==> config.mk <==
export PLATFORM = sky130hd
export DESIGN_NAME = quad_encoder_decoder_flat
export DESIGN_NICKNAME = d
export VERILOG_FILES = /design/src/rtl/qdec_pkg.sv /design/src/rtl/quad_encoder_decoder_if.sv /design/src/rtl/qdec_debounce.sv /design/src/rtl/quad_encoder_decoder.sv /design/src/flat_wrapper.sv
export SDC_FILE = /design/constraint.sdc
export NUM_CORES = 1
export LEC_CHECK = 0
export BUFFER_PORTS_ARGS = -buffer_cell sky130_fd_sc_hd__clkbuf_2
export CORE_UTILIZATION = 62
export CTS_CLUSTER_SIZE = 10
export DETAILED_ROUTE_END_ITERATION = 6
export GPL_TIMING_DRIVEN = 1
export HOLD_SLACK_MARGIN = 0.02
export PLACE_DENSITY = 0.85
export SLEW_MARGIN = 10
export SYNTH_ARGS = -nofsm -noshare
export SYNTH_HDL_FRONTEND = slang
export SYNTH_SLANG_ARGS = --single-unit
==> constraint.sdc <==
create_clock -name clk -period 5.35 [get_ports clk]
set_clock_uncertainty 0.05 [all_clocks]
set_input_delay 0.8025 -clock clk [delete_from_list [all_inputs] [get_ports clk]]
set_output_delay 0.8025 -clock clk [all_outputs]
set_load 0.05 [all_outputs]
==> src/rtl/qdec_pkg.sv <==
// qdec_pkg: shared types and helpers for the quadrature encoder decoder.
// Phase encoding equals the filtered {a,b} pair so a plain cast maps
// channel bits to a phase.
package qdec_pkg;

    typedef enum logic [1:0] {
        PH_11 = 2'b11,
        PH_01 = 2'b01,
        PH_00 = 2'b00,
        PH_10 = 2'b10
    } phase_t;

    typedef logic signed [3:0] substep_t;

    typedef enum logic [1:0] {
        DIR_NONE    = 2'd0,
        DIR_CW      = 2'd1,
        DIR_CCW     = 2'd2,
        DIR_ILLEGAL = 2'd3
    } dir_t;

    localparam int STEPS_PER_DETENT = 4;

    // Position of a phase along the clockwise cycle 11 -> 01 -> 00 -> 10.
    function automatic logic [1:0] phase_pos(input phase_t ph);
        logic [1:0] pos;
        case (ph)
            PH_11:   pos = 2'd0;
            PH_01:   pos = 2'd1;
            PH_00:   pos = 2'd2;
            default: pos = 2'd3;
        endcase
        return pos;
    endfunction

    // Direction of a phase change: one position forward is CW, one back is
    // CCW, two positions (both bits toggled) cannot be resolved.
    function automatic dir_t qdec_dir(input phase_t prev, input phase_t cur);
        logic [1:0] delta;
        dir_t       dir;
        delta = phase_pos(cur) - phase_pos(prev);
        case (delta)
            2'd0:    dir = DIR_NONE;
            2'd1:    dir = DIR_CW;
            2'd3:    dir = DIR_CCW;
            default: dir = DIR_ILLEGAL;
        endcase
        return dir;
    endfunction

endpackage

==> src/rtl/quad_encoder_decoder_if.sv <==
// quad_encoder_decoder_if: encoder inputs, load port and decoded outputs.
// master = host side (drives encoder and load), slave = decoder.
interface quad_encoder_decoder_if #(
    parameter int unsigned CNT_W = 8
);
    logic             enc_a;
    logic             enc_b;
    logic             load;
    logic [CNT_W-1:0] load_val;
    logic             step_cw;
    logic             step_ccw;
    logic             err;
    logic [CNT_W-1:0] value;
    logic             at_min;
    logic             at_max;

    modport master (
        output enc_a, enc_b, load, load_val,
        input  step_cw, step_ccw, err, value, at_min, at_max
    );

    modport slave (
        input  enc_a, enc_b, load, load_val,
        output step_cw, step_ccw, err, value, at_min, at_max
    );
endinterface

==> src/rtl/qdec_debounce.sv <==
// qdec_debounce: one encoder channel, 2-flop synchronizer followed by a
// stability filter. The filtered output only follows the synchronized input
// after it has disagreed for DEBOUNCE_CYC consecutive clocks. All flops
// reset high to match the pulled-up idle state.
module qdec_debounce #(
    parameter int DEBOUNCE_CYC = 16
) (
    input  logic clk,
    input  logic rst,
    input  logic raw,
    output logic filtered
);
    localparam int CW = (DEBOUNCE_CYC > 1) ? $clog2(DEBOUNCE_CYC) : 1;
    localparam logic [CW-1:0] CNT_LAST = CW'(DEBOUNCE_CYC - 1);

    logic          sync1_reg;
    logic          sync2_reg;
    logic          filt_reg;
    logic [CW-1:0] cnt_reg;

    // Synchronize, count disagreeing clocks, flip the filter on the last one.
    always_ff @(posedge clk) begin
        if (rst) begin
            sync1_reg <= 1'b1;
            sync2_reg <= 1'b1;
            filt_reg  <= 1'b1;
            cnt_reg   <= '0;
        end else begin
            sync1_reg <= raw;
            sync2_reg <= sync1_reg;
            if (sync2_reg == filt_reg) begin
                cnt_reg <= '0;
            end else if (cnt_reg == CNT_LAST) begin
                filt_reg <= sync2_reg;
                cnt_reg  <= '0;
            end else begin
                cnt_reg <= cnt_reg + CW'(1);
            end
        end
    end

    assign filtered = filt_reg;
endmodule

==> src/rtl/quad_encoder_decoder.sv <==
// quad_encoder_decoder: debounces a mechanical quadrature encoder, counts
// sub-steps between detents and turns each full detent into a step pulse
// plus a bounded position update.
// Optional build macro QDEC_WRAP_EN: value wraps between MIN_VAL and MAX_VAL
// instead of saturating.
module quad_encoder_decoder #(
    parameter int                DEBOUNCE_CYC = 16,
    parameter int unsigned       CNT_W        = 8,
    parameter logic [CNT_W-1:0]  MIN_VAL      = '0,
    parameter logic [CNT_W-1:0]  MAX_VAL      = '1,
    parameter logic [CNT_W-1:0]  INIT_VAL     = '0
) (
    input logic                    clk,
    input logic                    rst,
    quad_encoder_decoder_if.slave  bus
);
    import qdec_pkg::*;

    logic [1:0]       raw_ab;
    logic [1:0]       filt_ab;
    phase_t           cur_ph;
    phase_t           prev_reg;
    dir_t             dir;
    substep_t         acc_reg;
    substep_t         acc_next;
    logic             cw_next;
    logic             ccw_next;
    logic             err_next;
    logic             step_cw_reg;
    logic             step_ccw_reg;
    logic             err_reg;
    logic [CNT_W-1:0] value_reg;
    logic [CNT_W-1:0] value_next;
    logic             at_min_reg;
    logic             at_max_reg;

    assign raw_ab = {bus.enc_a, bus.enc_b};

    // One debounce channel per encoder line; bit 1 = A, bit 0 = B.
    generate
        for (genvar gi = 0; gi < 2; gi++) begin : g_chan
            qdec_debounce #(
                .DEBOUNCE_CYC(DEBOUNCE_CYC)
            ) u_debounce (
                .clk      (clk),
                .rst      (rst),
                .raw      (raw_ab[gi]),
                .filtered (filt_ab[gi])
            );
        end
    endgenerate

    assign cur_ph = phase_t'(filt_ab);

    // Sub-step accounting: direction of the latest filtered phase change,
    // detent check whenever a legal move lands on phase 11.
    always_comb begin
        dir      = qdec_dir(prev_reg, cur_ph);
        acc_next = acc_reg;
        cw_next  = 1'b0;
        ccw_next = 1'b0;
        err_next = 1'b0;
        case (dir)
            DIR_CW:      acc_next = acc_reg + substep_t'(1);
            DIR_CCW:     acc_next = acc_reg - substep_t'(1);
            DIR_ILLEGAL: begin
                err_next = 1'b1;
                acc_next = '0;
            end
            default:     ;
        endcase
        if (((dir == DIR_CW) || (dir == DIR_CCW)) && (cur_ph == PH_11)) begin
            if (acc_next == substep_t'(STEPS_PER_DETENT)) begin
                cw_next = 1'b1;
            end else if (acc_next == -substep_t'(STEPS_PER_DETENT)) begin
                ccw_next = 1'b1;
            end
            acc_next = '0;
        end
    end

    // Next position: a load wins over a step; steps saturate or wrap at the bounds.
    always_comb begin
        value_next = value_reg;
        if (bus.load) begin
            value_next = bus.load_val;
        end else if (cw_next) begin
`ifdef QDEC_WRAP_EN
            value_next = (value_reg >= MAX_VAL) ? MIN_VAL : value_reg + CNT_W'(1);
`else
            value_next = (value_reg >= MAX_VAL) ? MAX_VAL : value_reg + CNT_W'(1);
`endif
        end else if (ccw_next) begin
`ifdef QDEC_WRAP_EN
            value_next = (value_reg <= MIN_VAL) ? MAX_VAL : value_reg - CNT_W'(1);
`else
            value_next = (value_reg <= MIN_VAL) ? MIN_VAL : value_reg - CNT_W'(1);
`endif
        end
    end

    // Register phase history, accumulator, pulses and the bounded value.
    always_ff @(posedge clk) begin
        if (rst) begin
            prev_reg     <= PH_11;
            acc_reg      <= '0;
            step_cw_reg  <= 1'b0;
            step_ccw_reg <= 1'b0;
            err_reg      <= 1'b0;
            value_reg    <= INIT_VAL;
            at_min_reg   <= (INIT_VAL == MIN_VAL);
            at_max_reg   <= (INIT_VAL == MAX_VAL);
        end else begin
            prev_reg     <= cur_ph;
            acc_reg      <= acc_next;
            step_cw_reg  <= cw_next;
            step_ccw_reg <= ccw_next;
            err_reg      <= err_next;
            value_reg    <= value_next;
            at_min_reg   <= (value_next == MIN_VAL);
            at_max_reg   <= (value_next == MAX_VAL);
        end
    end

    assign bus.step_cw  = step_cw_reg;
    assign bus.step_ccw = step_ccw_reg;
    assign bus.err      = err_reg;
    assign bus.value    = value_reg;
    assign bus.at_min   = at_min_reg;
    assign bus.at_max   = at_max_reg;
endmodule

==> src/flat_wrapper.sv <==
// flat-port wrapper written by rule: the top's interface ports become plain ports
module quad_encoder_decoder_flat import qdec_pkg::*;
#(
    parameter int                DEBOUNCE_CYC = 16,
    parameter int unsigned       CNT_W        = 8,
    parameter logic [CNT_W-1:0]  MIN_VAL      = '0,
    parameter logic [CNT_W-1:0]  MAX_VAL      = '1,
    parameter logic [CNT_W-1:0]  INIT_VAL     = '0
)
  (clk, rst, bus_enc_a, bus_enc_b, bus_load, bus_load_val, bus_step_cw, bus_step_ccw, bus_err, bus_value, bus_at_min, bus_at_max);
  quad_encoder_decoder_if #(.CNT_W(CNT_W)) bus_i ();
  input logic clk;
  input logic rst;
  input wire logic [$bits(bus_i.enc_a)-1:0] bus_enc_a;
  input wire logic [$bits(bus_i.enc_b)-1:0] bus_enc_b;
  input wire logic [$bits(bus_i.load)-1:0] bus_load;
  input wire logic [$bits(bus_i.load_val)-1:0] bus_load_val;
  output wire logic [$bits(bus_i.step_cw)-1:0] bus_step_cw;
  output wire logic [$bits(bus_i.step_ccw)-1:0] bus_step_ccw;
  output wire logic [$bits(bus_i.err)-1:0] bus_err;
  output wire logic [$bits(bus_i.value)-1:0] bus_value;
  output wire logic [$bits(bus_i.at_min)-1:0] bus_at_min;
  output wire logic [$bits(bus_i.at_max)-1:0] bus_at_max;
  assign bus_i.enc_a = bus_enc_a;
  assign bus_i.enc_b = bus_enc_b;
  assign bus_i.load = bus_load;
  assign bus_i.load_val = bus_load_val;
  assign bus_step_cw = bus_i.step_cw;
  assign bus_step_ccw = bus_i.step_ccw;
  assign bus_err = bus_i.err;
  assign bus_value = bus_i.value;
  assign bus_at_min = bus_i.at_min;
  assign bus_at_max = bus_i.at_max;
  quad_encoder_decoder #(.DEBOUNCE_CYC(DEBOUNCE_CYC), .CNT_W(CNT_W), .MIN_VAL(MIN_VAL), .MAX_VAL(MAX_VAL), .INIT_VAL(INIT_VAL)) u_core (.clk(clk), .rst(rst), .bus(bus_i));
endmodule
; Word-level counts from Yosys, hierarchy flattened
; Index checks and enable logic that the tools add are counted.
[word_totals]
out_inout_bits = 13
regBits = 33
elab_cells = 69
inputBits = 13
[op_classes]
muxes = 15
add_sub_neg = 7
n_reduce_logical = 11
order_cmp = 2
n_bitwise = 2
n_eq_ne = 16
[ops]
columns = operator, count
row1 = $mux W8, 5
row2 = $pmux W2 S3, 3
row3 = $eq A4 B4 Y1 const B, 3
row4 = $pmux W4 S3, 1
row5 = $eq A2 B2 Y1 const B, 5
row6 = $add A4 B1 Y4 const B, 2
row7 = $add A8 B1 Y8 const B, 1
row8 = $eq A2 B1 Y1 const B, 4
row9 = $eq A8 B8 Y1 const B, 1
row10 = $ge A8 B8 Y1 const B, 1
row11 = $le A8 B1 Y1 const B, 1
row12 = $logic_not A8 Y1, 1
row13 = $sub A8 B1 Y8 const B, 1
row14 = $logic_not A2 Y1, 3
row15 = $mux W1, 6
row16 = $reduce_or A3 Y1, 2
row17 = $add A4 B2 Y4 const B, 1
row18 = $eq A4 B3 Y1 const B, 1
row19 = $reduce_and A2 Y1, 2
row20 = $sub A4 B2 Y4 const B, 1
row21 = $eq A1 B1 Y1, 2
row22 = $not A1 Y1, 2
row23 = $reduce_or A2 Y1, 1
row24 = $sub A2 B2 Y2, 1
row25 = other kinds (2), 2

; Longest topological paths before layout
; Gate-level depths: netlist of run 1.
[depth]
word_depth = 15
depth_mapped = 18
ltp_nobuf = 16

; Cells and area by module
; Synthesis of run 1 repeated with hierarchy kept, for this count alone.
[unflattened]
hier_cells = 243
hier_area_um2 = 2080.7
[by_module_without_submodules]
columns = module, n_inst, area_each_um2, cells_each
row1 = quad_encoder_decoder, 1, 1577.8, 195
row2 = qdec_debounce, 2, 251.5, 24

; Worst setup path before layout of run 1
; OpenSTA, ideal clock, no wires.
[synth_timing]
kind = register to register
from = reg u_core.g_chan[1].u_debounce.filt_reg
to = reg u_core.at_min_reg, in the netlist u_core.bus.at_min
required_ns = 5.204
arrival_ns = 3.512
stages_incl_launch_ff = 18
path_buffers = 2
period_less_slack_ns = 3.658
slack_ns = 1.692
cell_sequence = dfxtp_1 > inv_1 > ha_1 > inv_1 > ha_1 > xnor3_1 > buf_2 > nor2_1 > xor2_1 > ha_1 > and4b_4 > nor3_4 > and3_1 > buf_6 > a211oi_1 > a211oi_2 > nand3_1 > o41ai_2
[synth_between]
elab_chain_len = 15
elab_cells_between_ends = 26
[synth_rtl]
columns = element, line
row1 = "start, declared", qdec_debounce.sv:18  ; logic filt_reg;
row2 = "start signal, assigned", qdec_debounce.sv:34  ; filt_reg <= sync2_reg;
row3 = $eq A2 B1 Y1 (tied with other cells), qdec_pkg.sv:27  ; case (ph)
row4 = $pmux W2 S3, qdec_pkg.sv:27
row5 = $sub A2 B2 Y2, qdec_pkg.sv:41  ; delta = phase_pos(cur) - phase_pos(prev);
row6 = $eq A2 B2 Y1 (tied with other cells), qdec_pkg.sv:42  ; case (delta)
row7 = $pmux W2 S3, qdec_pkg.sv:42
row8 = $eq A2 B2 Y1 (tied with other cells), quad_encoder_decoder.sv:63  ; case (dir)
row9 = $pmux W4 S3, quad_encoder_decoder.sv:63
row10 = $eq A4 B3 Y1, quad_encoder_decoder.sv:75  ; end else if (acc_next == -substep_t'(STEPS_PER_DETENT)) begin
row11 = $mux W1, quad_encoder_decoder.sv:75
row12 = $mux W1, quad_encoder_decoder.sv:73  ; if (acc_next == substep_t'(STEPS_PER_DETENT)) begin
row13 = $mux W1, quad_encoder_decoder.sv:72  ; if (((dir == DIR_CW) || (dir == DIR_CCW)) && (cur_ph == PH_11)) begin
row14 = $mux W8, quad_encoder_decoder.sv:93  ; end else if (ccw_next) begin
row15 = $mux W8 *, quad_encoder_decoder.sv:87  ; end else if (cw_next) begin
row16 = $mux W8 *, quad_encoder_decoder.sv:85  ; if (bus.load) begin
row17 = $logic_not A8 Y1 *, quad_encoder_decoder.sv:120  ; at_min_reg <= (value_next == MIN_VAL);
row18 = "end signal, assigned", quad_encoder_decoder.sv:111  ; at_min_reg <= (INIT_VAL == MIN_VAL);
row19 = "end signal, assigned", quad_encoder_decoder.sv:120
row20 = "end, declared", quad_encoder_decoder.sv:34  ; logic at_min_reg;
; Mark *: on every way between the ends. The rest lies on a longest branch, timed or not.
; A chain may end at the register's enable or synchronous reset.

; Worst setup path after layout of run 1
; Ends and elaborated chain as after synthesis.

==> summary.txt, run 1 <==
Status
  – Result of the run: complete, no violations

Floorplanning
  – Die footprint: around 0.0035 mm^2
  – Starting utilization of the core area: about two thirds
  – Die W: 59.3 um
  – Vertical extent of the die: 59.3 um
  – Site Rows: 20
  – Number of ports placed on the die boundary: 26
  – Core box area: ~0.0031 mm^2

Finish
  – Fin util: 72.7%
  – Layout-stage area growth over the synthesis result: 10.1%
  – Number of diodes: 0
  – Number of filler instances in the final layout: 249
  – Fraction of final layout cells with drive strength greater than 1: 19.6%
  – Most common library cell in the layout ignoring fill and taps: sky130_fd_sc_hd__dfxtp_1
  – Commonest cells after routing, fill and taps aside: sky130_fd_sc_hd__dfxtp_1, sky130_fd_sc_hd__nor2_1, sky130_fd_sc_hd__clkbuf_2
  – Number of nets in the final layout: 284
  – Final std cell area, no fill: 0.00224 mm^2
  – Count of non-filler cells in the finished layout: ~300

Routing
  – Routed via count: 1922
  – Detail-routed net length per standard cell: between 15 and 20 um
  – Initial DRT Pass Iterations: 5
  – Average via count per standard cell: 6.32
  – Total routed wirelength: between 4000 and 5000 um
  – Residual DRC count: 0
  – First DRT Iteration DRCs: 183
  – ANT nets after route: 0

Placed design
  – Sum of net half-perimeters after detailed placement: 3310 um
  – Placed Cells: 296
  – Weighted congestion at the end of routability-driven global placement: 0.939
  – Placed inst area: 0.00215 mm^2
  – Port Buf Inserts: 25

Worst setup path
  – CP Launch Type: flop
  – Worst path arrival time: roughly 4.6 ns
  – Start-to-end type of the worst setup path: reg2reg
  – Worst Path Required: 5.56 ns
  – Worst Setup End Kind: flop
  – Biggest fanout along the worst timing path: 11

Clock tree
  – Post-CTS resize count: 0
  – CTS Buffer Depth: 2
  – Level count of the clock H-tree: 2
  – Clock root cell: sky130_fd_sc_hd__clkbuf_4
  – Clk_lat worst skew: 0.35 ns
  – Clock sinks: 33
  – Clock transition at the registers of the reported paths: 0.11 ns
  – TritonCTS clock tree: built
  – Cts bufs inserted: 5
  – Total of hold buffers inserted after clock tree synthesis: 0
  – Count of buffers added by post-CTS timing repair for setup: 0

Yosys
  – Per-instance average area after synthesis: 8.51 um^2
  – Main synth FF type: sky130_fd_sc_hd__dfxtp_1
  – Cell taking the most area after synthesis: sky130_fd_sc_hd__dfxtp_1
  – Cell area after synthesis: 0.00203 mm^2
  – Area share of the leading cell type in the synthesized netlist: approximately 32%
  – Nets in the synthesized netlist: about 260
  – Post-synthesis sequential element count: 33
  – Post-synth EDFFs: 0
  – Count of cell types in the netlist: 59
  – Register area share after synthesis: 32.5%
  – Cell count after synthesis: approximately 240
  – Top cells by area, synth: sky130_fd_sc_hd__dfxtp_1, sky130_fd_sc_hd__ha_1, sky130_fd_sc_hd__nor2_1, sky130_fd_sc_hd__and3_1, sky130_fd_sc_hd__nand3_1
  – Synth warnings: 0
  – Ys async rst share: 0%

Timing
  – Setup TNS after final layout: 0 ns
  – Max-slew headroom at the worst pin: 68.4%
  – Setup-violating endpoint count in the final report: 0
  – Minimum clock period: approximately 4.4 ns
  – Final clock period utilization by the worst path: between 80 and 90%
  – Final hold violations: 0
  – Setup repair after global routing missed its margin: false
  – Maximum clock rate: between 0.2 and 0.25 GHz
  – Slew at the pin closest to its max-slew limit: 0.471 ns
  – Number of pins exceeding their max-slew limit in the final report: 0

Pwr
  – Worst vdd ir: 0.192 mV
  – Static Leak: 0.953 nW
  – Power density of the placed cells: between 200 and 250 mW/mm^2

Global route
  – Leftover overflow at the end of global routing: 0
  – All-Layer GR Usage: 28.5%
  – Wire length of the first global-routing pass: about 7500 um
  – Maximum number of pins on one net before global-route repair: 22
  – Via count of the first global-routing pass: 1567
  – Antenna violations before repair: 0

Job
  – Number of max-cap violations: 0

Hold path
  – Type of the tightest min-delay check: reg2reg
logic make-up after synthesis:
group | count (synthesis) | share of synthesized area, %
buf+inv | 24 | 5.11
flops | 33 | 32.5
simple gates | 107 | 29.5
fa+ha+maj | 12 | 7.38
xor+xnor | 9 | 5.29
compound gates | 54 | 20.2
power by group:
part | total, W | switching (W) | internal [W]
Sequential | 0.000261 | 0.00000910 | 0.000252
Clock | 0.000195 | 0.0000962 | 0.0000989
Combinational | 0.0000677 | 0.0000455 | 0.0000221
Total | 0.000524 | 0.000151 | 0.000373
critical path, cell delays in order (launching register included):
cell                      delay [ns]
sky130_fd_sc_hd__dfxtp_1        0.41
sky130_fd_sc_hd__inv_1          0.10
sky130_fd_sc_hd__ha_1           0.29
sky130_fd_sc_hd__inv_1          0.04
sky130_fd_sc_hd__ha_1           0.22
sky130_fd_sc_hd__xnor3_1        0.62
sky130_fd_sc_hd__nor2_1         0.09
sky130_fd_sc_hd__xor2_1         0.16
sky130_fd_sc_hd__ha_1           0.26
sky130_fd_sc_hd__and4b_4        0.22
sky130_fd_sc_hd__nor3_4         0.36
sky130_fd_sc_hd__and3_1         0.45
sky130_fd_sc_hd__a21oi_1        0.16
sky130_fd_sc_hd__o32ai_2        0.45
sky130_fd_sc_hd__nand3_1        0.15
sky130_fd_sc_hd__o41ai_2        0.27
synthesized netlist by cell type, drive strengths merged (2+ instances only):
library cell  count
o211a             2
o211ai            2
xnor2             4
or3               6
ha               12
and4              2
nand2            10
and2              4
a211oi            2
o31ai             6
xor2              3
nand2b            3
nand3            10
inv              11
a31oi             8
o21ai            12
nand3b            3
and3              8
buf               6
o32ai             2
nand4             3
clkbuf            6
nor4              4
nor2b             3
or2               5
a21oi             6
a41oi             2
a211o             3
nor3             10
a32oi             2
nor2             31
dfxtp            33
final timing paths:
| check | start | to | slack (ns) | depth (start not counted) |
|---|---|---|---|---|
| setup / recovery | u_core.g_chan[1].u_debounce.filtered | u_core.bus.at_min | 0.95 | 15 |
| hold / removal | u_core.g_chan[0].u_debounce.sync1_reg | u_core.g_chan[0].u_debounce.sync2_reg | 0.36 | 1 |
| setup reg to reg | u_core.g_chan[1].u_debounce.filtered | u_core.bus.at_min | 0.95 | 15 |
| hold reg to reg | u_core.g_chan[0].u_debounce.sync1_reg | u_core.g_chan[0].u_debounce.sync2_reg | 0.36 | 1 |
cell type report:
cell class                 instances  area (um^2)  share of cell area (%)
inverter                          12         45.0                    2.01
timing repair buffer              25          125                    5.59
multi-input combinational        182         1270                    56.7
clock inverter                     3         46.3                    2.07
tap                               44         55.1                    2.46
sequential                        33          661                    29.5
clock buffer                       5         37.5                    1.68
stage by stage:
step                      hold WS [ns]  total power (W)  setup WS [ns]
after detailed placement         0.345         0.000332           1.05
after global placement           0.344         0.000331           1.26
after global routing             0.368         0.000538          0.730
final                            0.365         0.000524          0.953
after CTS                        0.367         0.000522           1.04
after floorplan                  0.339         0.000314           1.69
per-layer routing:
metal / global-route usage, % / wire (um)
met3: 5.68 / 385
met5: 0 / 0
met1: 41.5 / 2180
met4: 9.18 / 85
met2: 42.1 / 2040
(Power assumes the default switching activity.)
==> run 2, diff against run 1 <==
CORE_UTILIZATION = 57   (was 62)
PLACE_DENSITY = 0.79   (was 0.85)
clock period = 4.6 ns   (was 5.35 ns; I/O delays follow)
==> run 2 against run 1 <==
Against the previous run: the flow now finishes with violations (design-rule violations); global-route usage down 3.1 points; critical endpoint unchanged; first-iteration DRC count down 18%; combinational power up 14%; routed wire length down 6.1%; utilization down 7.2 points; clock power down 9%; register-to-register slack worse by 0.63 ns.
==> summary.txt, run 2 (synthesis gave the netlist of run 1 again) <==
Status
  – Result of the run: complete, but fails checks
  – Violations in the final reports: design-rule violations

Clock tree
  – Clock root cell: sky130_fd_sc_hd__clkbuf_4
  – TritonCTS clock tree: built
  – CTS Buffer Depth: 2
  – Post-CTS resize count: 0
  – Clk_lat worst skew: 0.34 ns
  – Cts bufs inserted: 5
  – Count of buffers added by post-CTS timing repair for setup: 0
  – Total of hold buffers inserted after clock tree synthesis: 0
  – Level count of the clock H-tree: 2
  – Clock transition at the registers of the reported paths: 0.11 ns
  – Clock sinks: 33

Placed design
  – Worst Setup Slack post-DPL: 0.412 ns
  – Weighted congestion at the end of routability-driven global placement: 0.963
  – Port Buf Inserts: 25
  – Sum of net half-perimeters after detailed placement: 3250 um

Routing
  – Average via count per standard cell: 6.11
  – Routed via count: 1870
  – Residual DRC count: 1
  – Initial DRT Pass Iterations: 7
  – First DRT Iteration DRCs: 150
  – ANT nets after route: 0
  – Total routed wirelength: 4400 um
  – Detail-routed net length per standard cell: between 10 and 15 um

Global route
  – Antenna violations before repair: 0
  – Via count of the first global-routing pass: 1581
  – Maximum number of pins on one net before global-route repair: 22
  – All-Layer GR Usage: around 25%
  – Leftover overflow at the end of global routing: 0
  – Wire length of the first global-routing pass: slightly above 7000 um

Timing
  – Final clock period utilization by the worst path: 92.9%
  – Setup-violating endpoint count in the final report: 0
  – Max-slew headroom at the worst pin: 72.3%
  – Final hold violations: 0
  – Setup TNS after final layout: 0 ns
  – Final setup slack of the worst path: 0.327 ns
  – Slew at the pin closest to its max-slew limit: a little over 0.4 ns
  – Minimum clock period: around 4.3 ns
  – Setup repair after global routing missed its margin: false
  – Number of pins exceeding their max-slew limit in the final report: 0
  – Maximum clock rate: 0.234 GHz

Worst setup path
  – Biggest fanout along the worst timing path: 11
  – CP Launch Type: flop
  – Worst Setup End Kind: flop
  – Worst setup path startpoint: u_core.g_chan[1].u_debounce.filtered
  – Reg-to-reg slack, setup: 0.33 ns
  – Critical Path End: u_core.bus.at_min
  – Start-to-end type of the worst setup path: reg2reg
  – FF-to-FF Start: u_core.g_chan[1].u_debounce.filtered
  – Worst path arrival time: 4.47 ns
  – Critical R2R Capture: u_core.bus.at_min
  – Worst Path Required: roughly 4.8 ns
  – Depth of the most critical reg-to-reg path: 15

Floorplanning
  – Die footprint: 0.00381 mm^2
  – Die W: about 62 um
  – Site Rows: 21
  – Core box area: 0.00339 mm^2
  – Starting utilization of the core area: 60.0%
  – Vertical extent of the die: around 62 um
  – Number of ports placed on the die boundary: 26

Pwr
  – Int Pwr: 0.000393 W
  – Worst vdd ir: around 0.22 mV
  – Switching power share of the total: between 20% and 30%
  – Static Leak: 0.949 nW
  – Share of power burned in registers: 54.4%
  – NetSw: 0.000165 W
  – Portion of total power attributed to combinational logic: 13.8%
  – Total power of the final layout: about 0.00056 W
  – Part of the total power dissipated in the clock network: 31.8%
  – Power density of the placed cells: 251 mW/mm^2

Finish
  – Fin util: ~66%
  – Number of filler instances in the final layout: 280
  – Fraction of final layout cells with drive strength greater than 1: 19.6%
  – Most common library cell in the layout ignoring fill and taps: sky130_fd_sc_hd__dfxtp_1
  – Number of diodes: 0
  – Layout-stage area growth over the synthesis result: 9.29%
  – Number of nets in the final layout: 284
  – Commonest cells after routing, fill and taps aside: sky130_fd_sc_hd__dfxtp_1, sky130_fd_sc_hd__nor2_1, sky130_fd_sc_hd__clkbuf_2

Hold path
  – Hold-critical path depth: 1
  – Type of the tightest min-delay check: reg2reg

Job
  – Number of max-cap violations: 0
-- run 2: area by class of cell --
class                      count  area [um^2]  area share [%]
multi-input combinational    182         1270            57.1
clock buffer                   6         51.3            2.31
inverter                      12         45.0            2.03
tap                           46         57.6            2.59
timing repair buffer          25          125            5.63
sequential                    33          661            29.7
clock inverter                 2         13.8           0.619
-- run 2: worst min-delay path by stage --
stage	from	to	slack, ns
after floorplan	u_core.g_chan[0].u_debounce.sync1_reg	u_core.g_chan[0].u_debounce.sync2_reg	0.34
after global placement	u_core.g_chan[1].u_debounce.sync1_reg	u_core.g_chan[1].u_debounce.sync2_reg	0.35
after detailed placement	u_core.g_chan[1].u_debounce.sync1_reg	u_core.g_chan[1].u_debounce.sync2_reg	0.35
after CTS	u_core.g_chan[1].u_debounce.sync1_reg	u_core.g_chan[1].u_debounce.sync2_reg	0.37
after global routing	u_core.g_chan[0].u_debounce.sync1_reg	u_core.g_chan[0].u_debounce.sync2_reg	0.39
final	u_core.g_chan[0].u_debounce.sync1_reg	u_core.g_chan[0].u_debounce.sync2_reg	0.37
-- run 2: worst max-delay path, cell delays in order, from the launching register on --
cell and delay, ns:
sky130_fd_sc_hd__dfxtp_1 0.41, sky130_fd_sc_hd__inv_1 0.10, sky130_fd_sc_hd__ha_1 0.28, sky130_fd_sc_hd__inv_1 0.04
sky130_fd_sc_hd__ha_1 0.22, sky130_fd_sc_hd__xnor3_1 0.61, sky130_fd_sc_hd__nor2_1 0.09, sky130_fd_sc_hd__xor2_1 0.15
sky130_fd_sc_hd__ha_1 0.26, sky130_fd_sc_hd__and4b_4 0.22, sky130_fd_sc_hd__nor3_4 0.35, sky130_fd_sc_hd__and3_1 0.46
sky130_fd_sc_hd__a21oi_1 0.15, sky130_fd_sc_hd__o32ai_2 0.36, sky130_fd_sc_hd__nand3_1 0.15, sky130_fd_sc_hd__o41ai_2 0.28
-- run 2: through the flow --
step	instances	area (um^2)	hold slack, ns
4_1_cts	306	2220	0.372
3_3_place_gp	298	2160	0.348
5_1_grt	306	2220	0.392
6_report	306	2220	0.375
2_1_floorplan	239	2030	0.339
3_5_place_dp	298	2160	0.350
-- run 2: power by group through the flow --
stage | logic, W | clock network [W] | registers [W]
after floorplan | 0.0000431 | 0 | 0.000322
after global placement | 0.0000760 | 0 | 0.000310
after detailed placement | 0.0000764 | 0 | 0.000310
after CTS | 0.0000766 | 0.000181 | 0.000303
after global routing | 0.0000844 | 0.000195 | 0.000305
final | 0.0000773 | 0.000178 | 0.000304
-- run 2: per-layer routing --
metal,vias up,share of wire (%),track usage (%),wire (um)
li1,927,-,-,-
met1,858,47,36.0,2080
met2,76,43,35.3,1900
met3,9,8.1,8.28,358
met4,0,1.6,10.8,72
met5,-,0,0,0
==> run 3, diff against run 2 <==
CORE_UTILIZATION = 52   (was 57)
PLACE_DENSITY = 0.76   (was 0.79)
clock period = 3.93 ns   (was 4.6 ns; I/O delays follow)
==> run 3 against run 2 <==
Against the previous run: the flow now finishes without violations; register-to-register slack worse by 0.099 ns; final area is 4.9% higher; worst setup slack worse by 0.099 ns; utilization is 2.8 points lower; sequential share of layout area is 1.3 points lower; first-iteration DRC count is 37% higher; global-route usage is 1.2 points lower; hold slack worse by 0.015 ns; routed wire length is 5.8% higher; largest cell class unchanged; highest routed layer unchanged.
==> summary.txt, run 3 (synthesis gave the netlist of run 1 again) <==
Hold path
  – Type of the tightest min-delay check: reg2reg
  – Endpoint with the worst hold slack: u_core.g_chan[0].u_debounce.sync2_reg
  – Worst Min Path Start: u_core.g_chan[0].u_debounce.sync1_reg
  – Hold-critical path depth: 1

Worst setup path
  – Cell family with most CP delay: compound AO/OA/AOI/OAI gates
  – Worst path arrival time: 3.84 ns
  – Start-to-end type of the worst setup path: reg2reg
  – Worst Path Required: 4.07 ns
  – CP Launch Type: flop
  – Worst Setup End Kind: flop
  – Biggest fanout along the worst timing path: 10
  – Depth of the most critical reg-to-reg path: 16
  – Crit path max-delay cell type: sky130_fd_sc_hd__xnor3_1
  – CP Buf/Inv Count: 3
  – FF-to-FF Start: u_core.g_chan[1].u_debounce.filtered
  – Cells along the critical path: inv_1 > ha_1 > inv_1 > ha_1 > xnor3_1 > nor2_1 > xor2_1 > ha_2 > nor3_1 > a211o_2 > and3_1 > buf_4 > o2111a_1 > o22ai_1 > nand3_1 > o41ai_2
  – Reg-to-reg slack, setup: 0.23 ns
  – Peak per-stage delay on the critical path: 0.42 ns
  – Critical R2R Capture: u_core.bus.at_min

Finish
  – Register area: 662 um^2
  – Fin util: 62.7%
  – Commonest cells after routing, fill and taps aside: sky130_fd_sc_hd__dfxtp_1, sky130_fd_sc_hd__nor2_1, sky130_fd_sc_hd__clkbuf_2
  – Layout-stage area growth over the synthesis result: 14.6%
  – Most common library cell in the layout ignoring fill and taps: sky130_fd_sc_hd__dfxtp_1
  – Fraction of final layout cells with drive strength greater than 1: 23.0%
  – Number of diodes: 0
  – Number of filler instances in the final layout: 348
  – Final std cell area, no fill: 0.00233 mm^2
  – Number of nets in the final layout: between 200 and 300
  – Multi-input gate area in the final layout: roughly 0.0013 mm^2

Floorplanning
  – Number of ports placed on the die boundary: 26
  – Starting utilization of the core area: 54.7%
  – Die W: 64.5 um
  – Core box area: between 0.003 and 0.004 mm^2
  – Vertical extent of the die: around 65 um
  – Die footprint: 0.00416 mm^2
  – Site Rows: 22

Routing
  – Routed via count: 1879
  – Total routed wirelength: 4660 um
  – Initial DRT Pass Iterations: 4
  – ANT nets after route: 0
  – First DRT Iteration DRCs: 206
  – Average via count per standard cell: around 6.0
  – Detail-routed net length per standard cell: 14.9 um
  – Residual DRC count: 0

Placed design
  – Weighted congestion at the end of routability-driven global placement: 0.962
  – Sum of net half-perimeters after detailed placement: roughly 3400 um
  – Worst Setup Slack post-DPL: just under 0.2 ns
  – Port Buf Inserts: 25
  – Placed inst area: 0.00220 mm^2

Pwr
  – Power density of the placed cells: 308 mW/mm^2
  – Worst vdd ir: 0.242 mV
  – Static Leak: 0.982 nW

Timing
  – Final clock period utilization by the worst path: 94.2%
  – WHS: roughly 0.36 ns
  – Final hold violations: 0
  – Minimum clock period: 3.70 ns
  – Number of pins exceeding their max-slew limit in the final report: 0
  – Slew at the pin closest to its max-slew limit: 0.454 ns
  – Setup-violating endpoint count in the final report: 0
  – Final setup slack of the worst path: about 0.23 ns
  – Max-slew headroom at the worst pin: 69.7%
  – Maximum clock rate: 0.270 GHz

Clock tree
  – Total of hold buffers inserted after clock tree synthesis: 0
  – Clk_lat worst skew: 0.29 ns
  – TritonCTS clock tree: built
  – Clock root cell: sky130_fd_sc_hd__clkbuf_8
  – CTS Buffer Depth: 2
  – Level count of the clock H-tree: 2
  – Clock transition at the registers of the reported paths: 0.08 ns
  – Cts bufs inserted: 5
  – Clock sinks: 33

Job
  – Number of max-cap violations: 0

Global route
  – Maximum number of pins on one net before global-route repair: 22
  – Wire length of the first global-routing pass: 7650 um
  – Via count of the first global-routing pass: around 1700
  – Leftover overflow at the end of global routing: 0
  – Antenna violations before repair: 0
  – All-Layer GR Usage: 24.2%

Status
  – Result of the run: complete, no violations
==> run 3: cell types whose count changed in the layout (fill, tap and decap cells not counted), sizes merged <==
cell	delta
buf	+6
clkinv	-2
clkinvlp	+1
==> run 3: worst reg2reg max path, delay by kind of cell (launching register included) <==
kind | cells | cell delay [ns]
AND/OR/NAND/NOR | 4 | 0.57
buffers and inverters | 3 | 0.32
adder cells (fa/ha/maj) | 3 | 0.73
AO/OA/AOI/OAI | 4 | 0.98
flip-flops | 1 | 0.37
XOR/XNOR | 2 | 0.59
==> run 3: per-stage QoR <==
stage / setup TNS, ns / total power (W) / instances
after floorplan: 0 / 0.000427 / 239
after global placement: 0 / 0.000454 / 305
after detailed placement: 0 / 0.000454 / 305
after CTS: 0 / 0.000718 / 312
after global routing: -0.0114 / 0.000748 / 313
final: 0 / 0.000717 / 313
==> run 3: what timing repair did <==
item | CTS | global route
endpoints found under the setup margin | 0 | 2
gates resized for setup | 0 | 8
setup buffers | 0 | 1
==> run 3: report_power, final <==
part	internal (W)	switching (W)	leakage, nW
combinational	0.0000321	0.0000625	0.670
sequential	0.000343	0.0000129	0.269
clock	0.000138	0.000129	0.0433
==> run 3: worst max path at each step <==
stage | from | endpoint | slack, ns | depth (start not counted)
CTS | u_core.g_chan[1].u_debounce.filtered | u_core.bus.at_min | 0.17 | 16
floorplan | u_core.g_chan[1].u_debounce.filtered | u_core.bus.at_min | 0.27 | 17
finish | u_core.g_chan[1].u_debounce.filtered | u_core.bus.at_min | 0.23 | 16
detailed placement | u_core.g_chan[1].u_debounce.filtered | u_core.bus.at_min | 0.19 | 16
global placement | u_core.g_chan[1].u_debounce.filtered | u_core.bus.at_max | 0.22 | 16
global route | u_core.g_chan[0].u_debounce.filtered | u_core.bus.at_min | -0.01 | 16
==> run 3: cell type report <==
type                            count  share of cell area [%]
Clock inverter                      1                   0.322
Sequential cell                    33                    28.4
Clock buffer                        6                    3.54
Tap cell                           48                    2.58
Multi-Input combinational cell    182                    55.9
Timing Repair Buffer               31                    7.30
Inverter                           12                    1.93
==> run 3: metal layers <==
layer | GRT usage, % | wire [um] | vias up
li1 | - | - | 930
met1 | 31.5 | 2040 | 863
met2 | 36.1 | 2100 | 80
met3 | 7.57 | 448 | 6
met4 | 11.9 | 62 | 0
met5 | 0 | 0 | -
